$ cat config.mk
export PLATFORM = sky130hd
export DESIGN_NAME = adsr_envelope
export DESIGN_NICKNAME = d
export VERILOG_FILES = /design/src/rtl/adsr_pkg.sv /design/src/rtl/adsr_level_unit.sv /design/src/rtl/adsr_envelope.sv
export SDC_FILE = /design/constraint.sdc
export NUM_CORES = 1
export LEC_CHECK = 0
export CAP_MARGIN = 25
export CORE_MARGIN = 2
export CORE_UTILIZATION = 57
export CTS_CLUSTER_DIAMETER = 30
export CTS_CLUSTER_SIZE = 24
export DETAILED_ROUTE_END_ITERATION = 10
export DONT_BUFFER_PORTS = 1
export PLACE_DENSITY = 0.73
export RECOVER_POWER = 100
export SYNTH_ARGS = -nofsm -noshare
export SYNTH_HDL_FRONTEND = slang
export SYNTH_SLANG_ARGS = --single-unit
$ cat constraint.sdc
create_clock -name clk_i -period 12.2 [get_ports clk_i]
set_input_delay 2.44 -clock clk_i [delete_from_list [all_inputs] [get_ports clk_i]]
set_output_delay 2.44 -clock clk_i [all_outputs]
set_load 0.005 [all_outputs]
$ cat src/rtl/adsr_pkg.sv
// Shared types for the ADSR envelope amplitude stage.
// Latency: n/a (types only).
// Backpressure: n/a (types only).
package adsr_pkg;

  // Envelope phase; encoding is visible on state_o.
  typedef enum logic [2:0] {
    IDLE    = 3'd0,
    ATTACK  = 3'd1,
    DECAY   = 3'd2,
    SUSTAIN = 3'd3,
    RELEASE = 3'd4
  } adsr_state_e;

endpackage

$ cat src/rtl/adsr_level_unit.sv
// Envelope FSM: gate edge detect plus saturating level stepping, one step per accepted sample.
// Latency: level_o/state_o update on the clock edge after a gate change or accept.
// Backpressure: none of its own; it steps only when the caller strobes accept_i.
module adsr_level_unit
  import adsr_pkg::*;
#(
  parameter int env_width_p = 12
) (
  input  logic                   clk_i,
  input  logic                   reset_n_i,
  input  logic                   gate_i,
  input  logic                   accept_i,
  input  logic [env_width_p-1:0] attack_step_i,
  input  logic [env_width_p-1:0] decay_step_i,
  input  logic [env_width_p-1:0] sustain_level_i,
  input  logic [env_width_p-1:0] release_step_i,
  output logic [env_width_p-1:0] level_o,
  output adsr_state_e            state_o
);

  localparam logic [env_width_p-1:0] env_max_lp = '1;

  logic                 gate_q;
  logic                 gate_rise;
  logic                 gate_drop;
  logic [env_width_p:0] attack_sum;
  logic [env_width_p:0] decay_diff;
  logic [env_width_p:0] release_diff;

  // A rising gate retriggers from any state; a low gate releases a held note.
  assign gate_rise = gate_i & ~gate_q;
  assign gate_drop = ~gate_i & ((state_o == ATTACK) | (state_o == DECAY) | (state_o == SUSTAIN));

  // One extra bit: carry out of the sum, or borrow (MSB set) out of a difference.
  assign attack_sum   = {1'b0, level_o} + {1'b0, attack_step_i};
  assign decay_diff   = {1'b0, level_o} - {1'b0, decay_step_i};
  assign release_diff = {1'b0, level_o} - {1'b0, release_step_i};

  // Gate transitions take priority over level stepping; the level is held across them.
  always_ff @(posedge clk_i or negedge reset_n_i) begin
    if (!reset_n_i) begin
      gate_q  <= 1'b0;
      level_o <= '0;
      state_o <= IDLE;
    end else begin
      gate_q <= gate_i;
      if (gate_rise) begin
        state_o <= ATTACK;
      end else if (gate_drop) begin
        state_o <= RELEASE;
      end else if (accept_i) begin
        case (state_o)
          ATTACK: begin
            if (attack_sum >= {1'b0, env_max_lp}) begin
              level_o <= env_max_lp;
              state_o <= DECAY;
            end else begin
              level_o <= attack_sum[env_width_p-1:0];
            end
          end
          DECAY: begin
            // Covers a sustain target at or above the current level, a borrow,
            // and undershooting the target: all land exactly on sustain.
            if ((sustain_level_i >= level_o) || decay_diff[env_width_p] ||
                (decay_diff[env_width_p-1:0] <= sustain_level_i)) begin
              level_o <= sustain_level_i;
              state_o <= SUSTAIN;
            end else begin
              level_o <= decay_diff[env_width_p-1:0];
            end
          end
          SUSTAIN: begin
            level_o <= sustain_level_i;
          end
          RELEASE: begin
            if (release_diff[env_width_p] || (release_diff[env_width_p-1:0] == '0)) begin
              level_o <= '0;
              state_o <= IDLE;
            end else begin
              level_o <= release_diff[env_width_p-1:0];
            end
          end
          default: begin
            level_o <= '0;
          end
        endcase
      end
    end
  end

endmodule

$ cat src/rtl/adsr_envelope.sv
// Scales each accepted signed sample by the current ADSR envelope level (floor of data*L/2^env_width_p).
// Latency: one cycle from accept to valid_o; full throughput when accept and emit coincide.
// Backpressure: one-entry output register; ready_o = ~valid_o | ready_i, output held while ready_i=0.
module adsr_envelope
  import adsr_pkg::*;
#(
  parameter int width_p     = 12,
  parameter int env_width_p = 12
) (
  input  logic                      clk_i,
  input  logic                      reset_n_i,
  input  logic                      gate_i,
  input  logic [env_width_p-1:0]    attack_step_i,
  input  logic [env_width_p-1:0]    decay_step_i,
  input  logic [env_width_p-1:0]    sustain_level_i,
  input  logic [env_width_p-1:0]    release_step_i,
  input  logic                      valid_i,
  input  logic signed [width_p-1:0] data_i,
  output logic                      ready_o,
  output logic                      valid_o,
  output logic signed [width_p-1:0] data_o,
  input  logic                      ready_i,
  output logic [env_width_p-1:0]    level_o,
  output logic [2:0]                state_o
);

  localparam int prod_w_lp = width_p + env_width_p + 1;

  logic                        accept;
  adsr_state_e                 state;
  logic signed [prod_w_lp-1:0] data_ext;
  logic signed [prod_w_lp-1:0] level_ext;
  logic signed [prod_w_lp-1:0] product;
  logic                        unused_product_bits;

  assign ready_o = ~valid_o | ready_i;
  assign accept  = valid_i & ready_o;
  assign state_o = state;

  // Level is unsigned, so it enters the multiply with a zero sign bit.
  assign data_ext  = {{(env_width_p+1){data_i[width_p-1]}}, data_i};
  assign level_ext = {{width_p{1'b0}}, 1'b0, level_o};
  assign product   = data_ext * level_ext;

  // Dropping the low env_width_p bits is the arithmetic shift (floor); the top bit is
  // pure sign extension because |data*L| < 2^(width_p+env_width_p-1).
  assign unused_product_bits = ^{product[prod_w_lp-1], product[env_width_p-1:0]};

  adsr_level_unit #(
    .env_width_p (env_width_p)
  ) u_level (
    .clk_i           (clk_i),
    .reset_n_i       (reset_n_i),
    .gate_i          (gate_i),
    .accept_i        (accept),
    .attack_step_i   (attack_step_i),
    .decay_step_i    (decay_step_i),
    .sustain_level_i (sustain_level_i),
    .release_step_i  (release_step_i),
    .level_o         (level_o),
    .state_o         (state)
  );

  // Output pipeline register: load on accept, clear once the held sample is taken.
  always_ff @(posedge clk_i or negedge reset_n_i) begin
    if (!reset_n_i) begin
      valid_o <= 1'b0;
      data_o  <= '0;
    end else if (accept) begin
      valid_o <= 1'b1;
      data_o  <= product[env_width_p +: width_p];
    end else if (ready_i) begin
      valid_o <= 1'b0;
    end
  end

endmodule

==> flow_metrics.py, run 1 <==
metrics = {
    "run_status": {
        "status": "finished, final reports clean",
    },
    "worst_setup_path": {
        "end_kind": "register",
        "critPathKind": "in -> reg",
        "required_ps": 12330,
        "critPathLaunchType": "input port",
        "cp_max_fo": 11,
        "crit_arrival_ps": 7530,
    },
    "floorplan": {
        "coreArea_um2": 14400,
        "start_util_pct": 58.0,
        "dieHeight_um": 125,
        "io_pins": 94,
        "rows": 44,
        "die-area_um2": 15700,
        "die_x_um": 125,
    },
    "timing": {
        "setup_slack_ps": 4800,
        "timing.fmax_mhz": 135,
        "grt_setup_unrepaired": "no",
        "hold_viol_final": 0,
        "finalSetupViolations": 0,
        "period_needed_ps": 7400,
        "tns_ps": 0,
        "post-route-period-util_pct": 60.7,
        "clock_skew_ps": 6.96,
        "slew_headroom_pct": 28.5,
        "drv_slew": 0,
        "worst_pin_slew_ps": 1070,
    },
    "synth": {
        "netlist.top_cell.by_area": "fa_1",
        "netlist_area_um2": 8370,
        "synth.distinct_cells": 71,
        "synth_edf_count": 0,
        "synth_seq_cells": 29,
        "muxShareOfSynthArea_pct": 1.14,
        "ys_seq_area_share_pct": 8.67,
        "syn-num-nets": 1299,
        "syn_inst": 1003,
        "synth.top_cell.area_share_pct": 24.4,
        "synth-simple-area-share_pct": 16.4,
        "synth_compound_area_share_pct": 15.2,
        "async_flop_share_pct": 100,
        "synth-main-ff-cell": "dfrtp_1",
        "synth_top_family_by_area": "adder cells",
        "synth_adder_area_share_pct": 43.7,
        "ys_warn_count": 0,
        "synthXorXnorAreaFrac_pct": 4.40,
        "postSynthAreaPerCell_um2": 8.34,
        "netlist_top_cells_area": "fa_1 24%, ha_1 19%, inv_1 8.9%",
    },
    "grt": {
        "grt_pass1_wl_mm": 34.3,
        "grt_util_met3_pct": 5.05,
        "grtUsageMet2_pct": 44.7,
        "grt_overflow": 0,
        "use_met1_pct": 36.4,
        "busiest_layer": "met2",
        "antenna_found_initial": 0,
        "grt_pass1_vias": 6989,
        "grtUsageTotal_pct": 27.1,
        "grt_max_degree": 30,
    },
    "placement": {
        "place_congestion": 0.960,
        "dp_hpwl_mm": 16.4,
        "post-place-ws_ps": 4560,
        "io_buffers": 0,
    },
    "clock_tree": {
        "clock_insertion_delay_worst_skew_ps": 280,
        "clockBufferDepth": 2,
        "path_clk_slew_ps": 50,
        "post_cts_resized": 0,
        "clock_sinks": 29,
        "hold_buffers": 0,
        "cts_setup_buffers": 0,
        "cts_tree": "built",
        "root_buffer": "clkbuf_16",
        "h-tree-depth": 2,
        "numCtsBuffers": 5,
    },
    "job": {
        "drv_cap": 0,
    },
    "drt": {
        "vias": 6784,
        "wl_per_cell_um": 17.4,
        "viasPerCell": 5.81,
        "first_pass_iters": 6,
        "routed_wl_mm": 20.2,
        "ant_nets": 0,
        "drt-initial-drc-count": 365,
        "drc": 0,
    },
    "power_and_ir_drop": {
        "swShare_pct": 54.8,
        "p_clk_share_pct": 5.6,
        "p_int_mw": 1.08,
        "p_leak_nw": 4.51,
        "p_comb_share_pct": 83.4,
        "p_sw_mw": 1.30,
        "vdd_drop_max_uv": 175,
        "power_density_nw_per_um2": 276,
        "seqPwrFrac_pct": 11.0,
    },
    "worst_hold_path": {
        "hp-class": "reg -> reg",
    },
    "cells_and_area": {
        "layout_common_cells": "198 x inv_1, 131 x nand2_1, 129 x ha_1, 102 x fa_1, 44 x and2_1",
        "antenna_cells": 0,
        "finish.net_count": 1278,
        "area_growth_pct": 2.93,
        "layout-drive-gt1-share_pct": 2.75,
        "final_common_cell": "inv_1",
    },
}
[power groups by stage]
stage	Clock, mW	Combinational [mW]	Sequential [mW]
2_1_floorplan	0	1.63	0.185
3_3_place_gp	0	1.96	0.262
3_5_place_dp	0	2.00	0.260
4_1_cts	0.134	2.02	0.259
5_1_grt	0.136	2.34	0.268
6_report	0.132	1.98	0.263
[critical path, stage by stage]
cell,delay (ps)
and2_0,160
fa_1,530
inv_1,50
fa_1,460
fa_1,540
inv_1,60
fa_1,530
inv_1,50
fa_1,470
inv_1,40
ha_1,300
and3_1,200
a221oi_1,260
o21a_1,260
o31a_1,190
o21ai_0,160
a211o_1,350
o31ai_1,250
xnor2_1,140
o21ai_0,90
[per-stage QoR]
stage / hold slack, ps / cells / cell area (um^2) / utilization [%] / total power, mW
final: 502 / 1167 / 8610 / 59.7 / 2.38
after global routing: 535 / 1167 / 8610 / 59.7 / 2.74
after CTS: 511 / 1167 / 8650 / 60.0 / 2.42
after detailed placement: 500 / 1159 / 8490 / 58.9 / 2.26
after global placement: 497 / 1159 / 8490 / 58.9 / 2.22
after floorplan: 473 / 1003 / 8370 / - / 1.82
[routing by layer]
metal  share of wire, %  vias up
met4                2.7        0
met3                7.5       43
met2                 47      238
met5                  0        -
met1                 43     3259
li1                   -     3244
[cell families (layout without fill, tap and decap cells)]
family	count (synthesis)	count (layout)
simple gates	284	284
fa+ha+maj	231	231
buf+inv	230	210
compound gates	178	178
xor+xnor	42	42
flops	29	29
mux	9	9
[layout make-up]
| class | count | area, um^2 |
|---|---|---|
| clock buffers | 7 | 153 |
| clock inverters | 1 | 5.00 |
| fillers | 1299 | 5810 |
| inverters | 199 | 747 |
| multi-input cells | 744 | 6740 |
| flip-flops and latches | 29 | 726 |
| well taps | 184 | 230 |
| repair buffers | 3 | 11.3 |
[Yosys cell counts, types with 13 or more instances]
master,number
a21o_1,19
clkbuf_1,29
nand2_1,131
nor2_1,33
fa_1,102
inv_1,198
and2_1,45
xor2_1,17
nand2b_1,14
nor3_1,13
ha_1,129
xnor2_1,25
o21ai_0,25
dfrtp_1,29
a21oi_1,39
[path summary, 6_finish.rpt]
check / start / to / slack [ps] / depth (start not counted)
min reg2reg: data_o[9] / data_o[9] / 500 / 2
max in group asynchronous: reset_n_i / u_level.level_o[1] / 10270 / 0
max reg2reg: u_level.level_o[1] / u_level.level_o[4] / 5940 / 18
max: data_i[0] / data_o[11] / 4800 / 20
min in group asynchronous: reset_n_i / u_level.gate_q / 1850 / 0
min: data_o[9] / data_o[9] / 500 / 2
[state kept, by name, summed over array words and instances, names as in the netlist]
name and cells:
u_level.gate_q 1, data_o 12, u_level.level_o 12, u_level.state_o 3
valid_o 1
(Power assumes the default switching activity.)
==> run 2, diff against run 1 <==
- clock period: 12.2 -> 7.4 ns (I/O delays scaled with it)
==> flow_metrics.py, run 2 (synthesized netlist as in run 1, its figures left out) <==
metrics = {
    "worst_setup_path": {
        "ff2ff_setup_slack_ps": 1060,
        "critPathKind": "in -> reg",
        "cp_max_fo": 11,
        "end_kind": "register",
        "cp_common_cell": "fa_1",
        "crit_chain": "and2_0 -> fa_1 -> inv_1 -> fa_1 -> fa_1 -> inv_1 -> fa_1 -> inv_1 -> fa_1 -> inv_1 -> ha_1 -> and3_1 -> a221oi_1 -> o21a_1 -> o31a_1 -> o21ai_0 -> a211o_1 -> o31ai_1 -> xnor2_1 -> o21ai_0",
        "required_ps": 7530,
        "critPathLaunchType": "input port",
        "crit_arrival_ps": 6590,
        "max_stage_delay_ps": 550,
        "crit_slowest_cell": "fa_1",
    },
    "timing": {
        "clock_skew_ps": 3.85,
        "grt_setup_unrepaired": "no",
        "period_needed_ps": 6470,
        "worst_pin_slew_ps": 1060,
        "finalSetupViolations": 0,
        "drv_slew": 0,
        "tns_ps": 0,
        "slew_headroom_pct": 29.0,
        "hold_slack_ps": 505,
        "hold_viol_final": 0,
        "post-route-period-util_pct": 87.4,
        "setup_slack_ps": 933,
        "timing.fmax_mhz": 155,
    },
    "job": {
        "drv_cap": 0,
    },
    "cells_and_area": {
        "final_common_cell": "inv_1",
        "finish.net_count": 1282,
        "largestRegisters": "data_o (12), u_level.level_o (12), u_level.state_o (3)",
        "layout_common_cells": "198 x inv_1, 131 x nand2_1, 129 x ha_1, 102 x fa_1, 44 x and2_1",
        "antenna_cells": 0,
        "area_growth_pct": 2.93,
        "layout-drive-gt1-share_pct": 2.74,
    },
    "clock_tree": {
        "clock_insertion_delay_worst_skew_ps": 280,
        "path_clk_slew_ps": 50,
        "hold_buffers": 0,
        "clockBufferDepth": 2,
        "cts_setup_buffers": 0,
        "numCtsBuffers": 5,
        "clock_sinks": 29,
        "h-tree-depth": 2,
        "post_cts_resized": 0,
        "cts_tree": "built",
        "root_buffer": "clkbuf_16",
    },
    "drt": {
        "vias": 6768,
        "drc": 0,
        "viasPerCell": 5.78,
        "first_pass_iters": 5,
        "ant_nets": 0,
        "wl_per_cell_um": 17.4,
        "routed_wl_mm": 20.3,
        "drt-initial-drc-count": 457,
    },
    "floorplan": {
        "die_x_um": 125,
        "coreArea_um2": 14400,
        "rows": 44,
        "dieHeight_um": 125,
        "io_pins": 94,
        "start_util_pct": 58.0,
        "die-area_um2": 15700,
    },
    "run_status": {
        "status": "finished, final reports clean",
    },
    "grt": {
        "grtUsageTotal_pct": 27.3,
        "grt_max_degree": 30,
        "grt_pass1_wl_mm": 34.8,
        "antenna_found_initial": 0,
        "grt_pass1_vias": 7133,
        "grt_overflow": 0,
    },
    "placement": {
        "post-place-ws_ps": 706,
        "dp_hpwl_mm": 16.7,
        "io_buffers": 0,
        "place_congestion": 0.956,
    },
    "worst_hold_path": {
        "hp-class": "reg -> reg",
    },
    "power_and_ir_drop": {
        "p_leak_nw": 4.51,
        "power_density_nw_per_um2": 455,
        "vdd_drop_max_uv": 273,
    },
}
==> run 2: worst paths after layout <==
| check | start | endpoint | depth (start not counted) |
|---|---|---|---|
| min reg2reg | data_o[7] | data_o[7] | 2 |
| min | data_o[7] | data_o[7] | 2 |
| max | data_i[0] | data_o[11] | 20 |
| max in group asynchronous | reset_n_i | u_level.level_o[1] | 0 |
| min in group asynchronous | reset_n_i | valid_o | 0 |
| max reg2reg | u_level.level_o[1] | u_level.level_o[4] | 19 |
==> run 2: area by class of cell <==
cell class                      instances  area (um^2)
Multi-Input combinational cell        744         6740
Fill cell                            1296         5810
Inverter                              199          747
Sequential cell                        29          726
Tap cell                              184          230
Clock buffer                            5          125
Timing Repair Buffer                    7         26.3
Clock inverter                          3         17.5
==> run 2: routing by layer <==
| metal | vias up | part of all wire (%) | routed length, um | global-route usage (%) |
|---|---|---|---|---|
| met5 | - | 0 | 0 | 0 |
| met3 | 44 | 8.6 | 1760 | 5.09 |
| met4 | 0 | 2.7 | 555 | 7.52 |
| met1 | 3222 | 42 | 8530 | 36.9 |
| met2 | 254 | 47 | 9490 | 45.4 |
| li1 | 3248 | - | - | - |
==> run 2: where the power goes <==
| group | switching (mW) | internal [mW] |
|---|---|---|
| Clock | 0.0738 | 0.123 |
| Sequential | 0.159 | 0.228 |
| Combinational | 1.93 | 1.41 |
| Total | 2.16 | 1.76 |
==> run 2: worst max-delay path: cells and delay by family <==
kind	cells	cell delay, ps
compound gates	7	1560
xor+xnor	1	140
fa+ha+maj	6	2850
buf+inv	4	210
simple gates	2	360
==> run 2: metrics by stage <==
step                      total power [mW]  area, um^2  utilization, %  instances
after floorplan                       3.00        8370               -       1003
after detailed placement              3.73        8520            59.1       1163
after global placement                3.68        8520            59.1       1163
after global routing                  4.53        8610            59.7       1171
final                                 3.92        8610            59.7       1171
after CTS                             3.97        8660            60.1       1171
==> run 3, diff against run 2 <==
- CORE_ASPECT_RATIO: unset -> 0.7
==> flow_metrics.py, run 3 (synthesized netlist as in run 1, its figures left out) <==
metrics = {
    "floorplan": {
        "rows": 37,
        "io_pins": 94,
        "die_x_um": 149,
        "start_util_pct": 57.5,
        "dieHeight_um": 105,
        "die-area_um2": 15700,
        "coreArea_um2": 14500,
    },
    "timing": {
        "post-route-period-util_pct": 87.8,
        "period_needed_ps": 6500,
        "clock_skew_ps": 6.21,
        "worst_pin_slew_ps": 1050,
        "drv_slew": 0,
        "grt_setup_unrepaired": "no",
        "slew_headroom_pct": 28.8,
        "tns_ps": 0,
        "finalSetupViolations": 0,
        "hold_viol_final": 0,
        "timing.fmax_mhz": 154,
    },
    "cells_and_area": {
        "final_common_cell": "inv_1",
        "area_growth_pct": 3.28,
        "finish.net_count": 1279,
        "multi_input_area_um2": 6740,
        "largestRegisters": "data_o (12), u_level.level_o (12), u_level.state_o (3)",
        "antenna_cells": 0,
        "layout-drive-gt1-share_pct": 2.54,
        "regArea_um2": 726,
        "fill_cells": 1315,
        "layout_common_cells": "198 x inv_1, 131 x nand2_1, 129 x ha_1, 102 x fa_1, 45 x and2_1",
        "post-route-cell-area_um2": 8640,
    },
    "placement": {
        "placed_cell_area_um2": 8510,
        "io_buffers": 0,
        "place_congestion": 0.947,
        "dp_hpwl_mm": 17.2,
    },
    "power_and_ir_drop": {
        "power_density_nw_per_um2": 472,
        "seqPwrFrac_pct": 10.3,
        "p_int_mw": 1.82,
        "totalPowerFinal_mw": 4.08,
        "swShare_pct": 55.3,
        "p_sw_mw": 2.26,
        "vdd_drop_max_uv": 391,
        "p_leak_nw": 4.52,
        "p_clk_share_pct": 5.9,
        "p_comb_share_pct": 83.7,
    },
    "clock_tree": {
        "cts_tree": "built",
        "hold_buffers": 0,
        "clock_sinks": 29,
        "clock_insertion_delay_worst_skew_ps": 280,
        "path_clk_slew_ps": 50,
        "numCtsBuffers": 5,
        "root_buffer": "clkbuf_16",
        "post_cts_resized": 0,
        "cts_setup_buffers": 0,
        "clockBufferDepth": 2,
        "h-tree-depth": 2,
    },
    "grt": {
        "grt_overflow": 0,
        "antenna_found_initial": 0,
        "grt_pass1_wl_mm": 35.2,
        "grt_pass1_vias": 6943,
        "grtUsageTotal_pct": 28.4,
        "grt_max_degree": 30,
    },
    "worst_setup_path": {
        "critPathLaunchType": "input port",
        "critPathKind": "in -> reg",
        "required_ps": 7530,
        "cp_max_fo": 11,
        "crit_arrival_ps": 6630,
        "end_kind": "register",
    },
    "drt": {
        "wl_per_cell_um": 17.6,
        "vias": 6827,
        "first_pass_iters": 5,
        "ant_nets": 0,
        "drc": 0,
        "viasPerCell": 5.79,
        "drt-initial-drc-count": 484,
        "routed_wl_mm": 20.8,
    },
    "job": {
        "drv_cap": 0,
    },
    "run_status": {
        "status": "finished, final reports clean",
    },
    "worst_hold_path": {
        "hp-class": "reg -> reg",
    },
}
run 3: path summary, 6_finish.rpt:
| kind | from | endpoint | slack, ps | cells after the start |
|---|---|---|---|---|
| max in group asynchronous | reset_n_i | u_level.level_o[5] | 6420 | 0 |
| hold reg to reg | data_o[1] | data_o[1] | 520 | 2 |
| setup reg to reg | u_level.level_o[10] | data_o[11] | 900 | 20 |
| hold / removal | data_o[1] | data_o[1] | 520 | 2 |
| min in group asynchronous | reset_n_i | data_o[0] | 890 | 0 |
| setup / recovery | data_i[0] | data_o[11] | 900 | 20 |
run 3: layout make-up:
cell class	instances	share of cell area, %
Clock buffer	7	1.65
Clock inverter	1	0.348
Inverter	199	8.65
Multi-Input combinational cell	744	78.0
Sequential cell	29	8.40
Tap cell	195	2.82
Timing Repair Buffer	4	0.174
run 3: power by group through the flow:
stage | registers, mW | logic, mW | clock network [mW]
after CTS | 0.420 | 3.42 | 0.245
after floorplan | 0.305 | 2.69 | 0
after detailed placement | 0.421 | 3.39 | 0
final | 0.422 | 3.42 | 0.241
after global placement | 0.420 | 3.33 | 0
after global routing | 0.436 | 3.96 | 0.252
run 3: worst max-delay path, cell delays in order:
cell,delay [ps]
and2_1,150
fa_1,530
inv_1,50
fa_1,470
fa_1,520
inv_1,60
fa_1,530
inv_1,50
fa_1,470
inv_1,40
ha_1,290
and3_1,190
a221oi_1,270
o21a_1,320
o31a_1,200
o21ai_0,170
a211o_1,360
o31ai_1,250
xnor2_1,150
o21ai_0,80
run 3: per-stage QoR:
stage               util [%]  instances  setup slack (ps)  hold WS, ps
global placement        58.6       1171               763          496
CTS                     59.7       1179               955          522
global route            59.4       1179               509          551
detailed placement      58.6       1171               647          504
floorplan                  -       1003               862          473
finish                  59.4       1179               899          515
run 3: layer usage:
layer / up-vias / track usage [%] / wire (um)
met5: - / 0 / 0
met4: 0 / 4.49 / 339
met3: 30 / 8.10 / 2340
met2: 263 / 41.3 / 8320
met1: 3285 / 42.7 / 9780
li1: 3249 / - / -
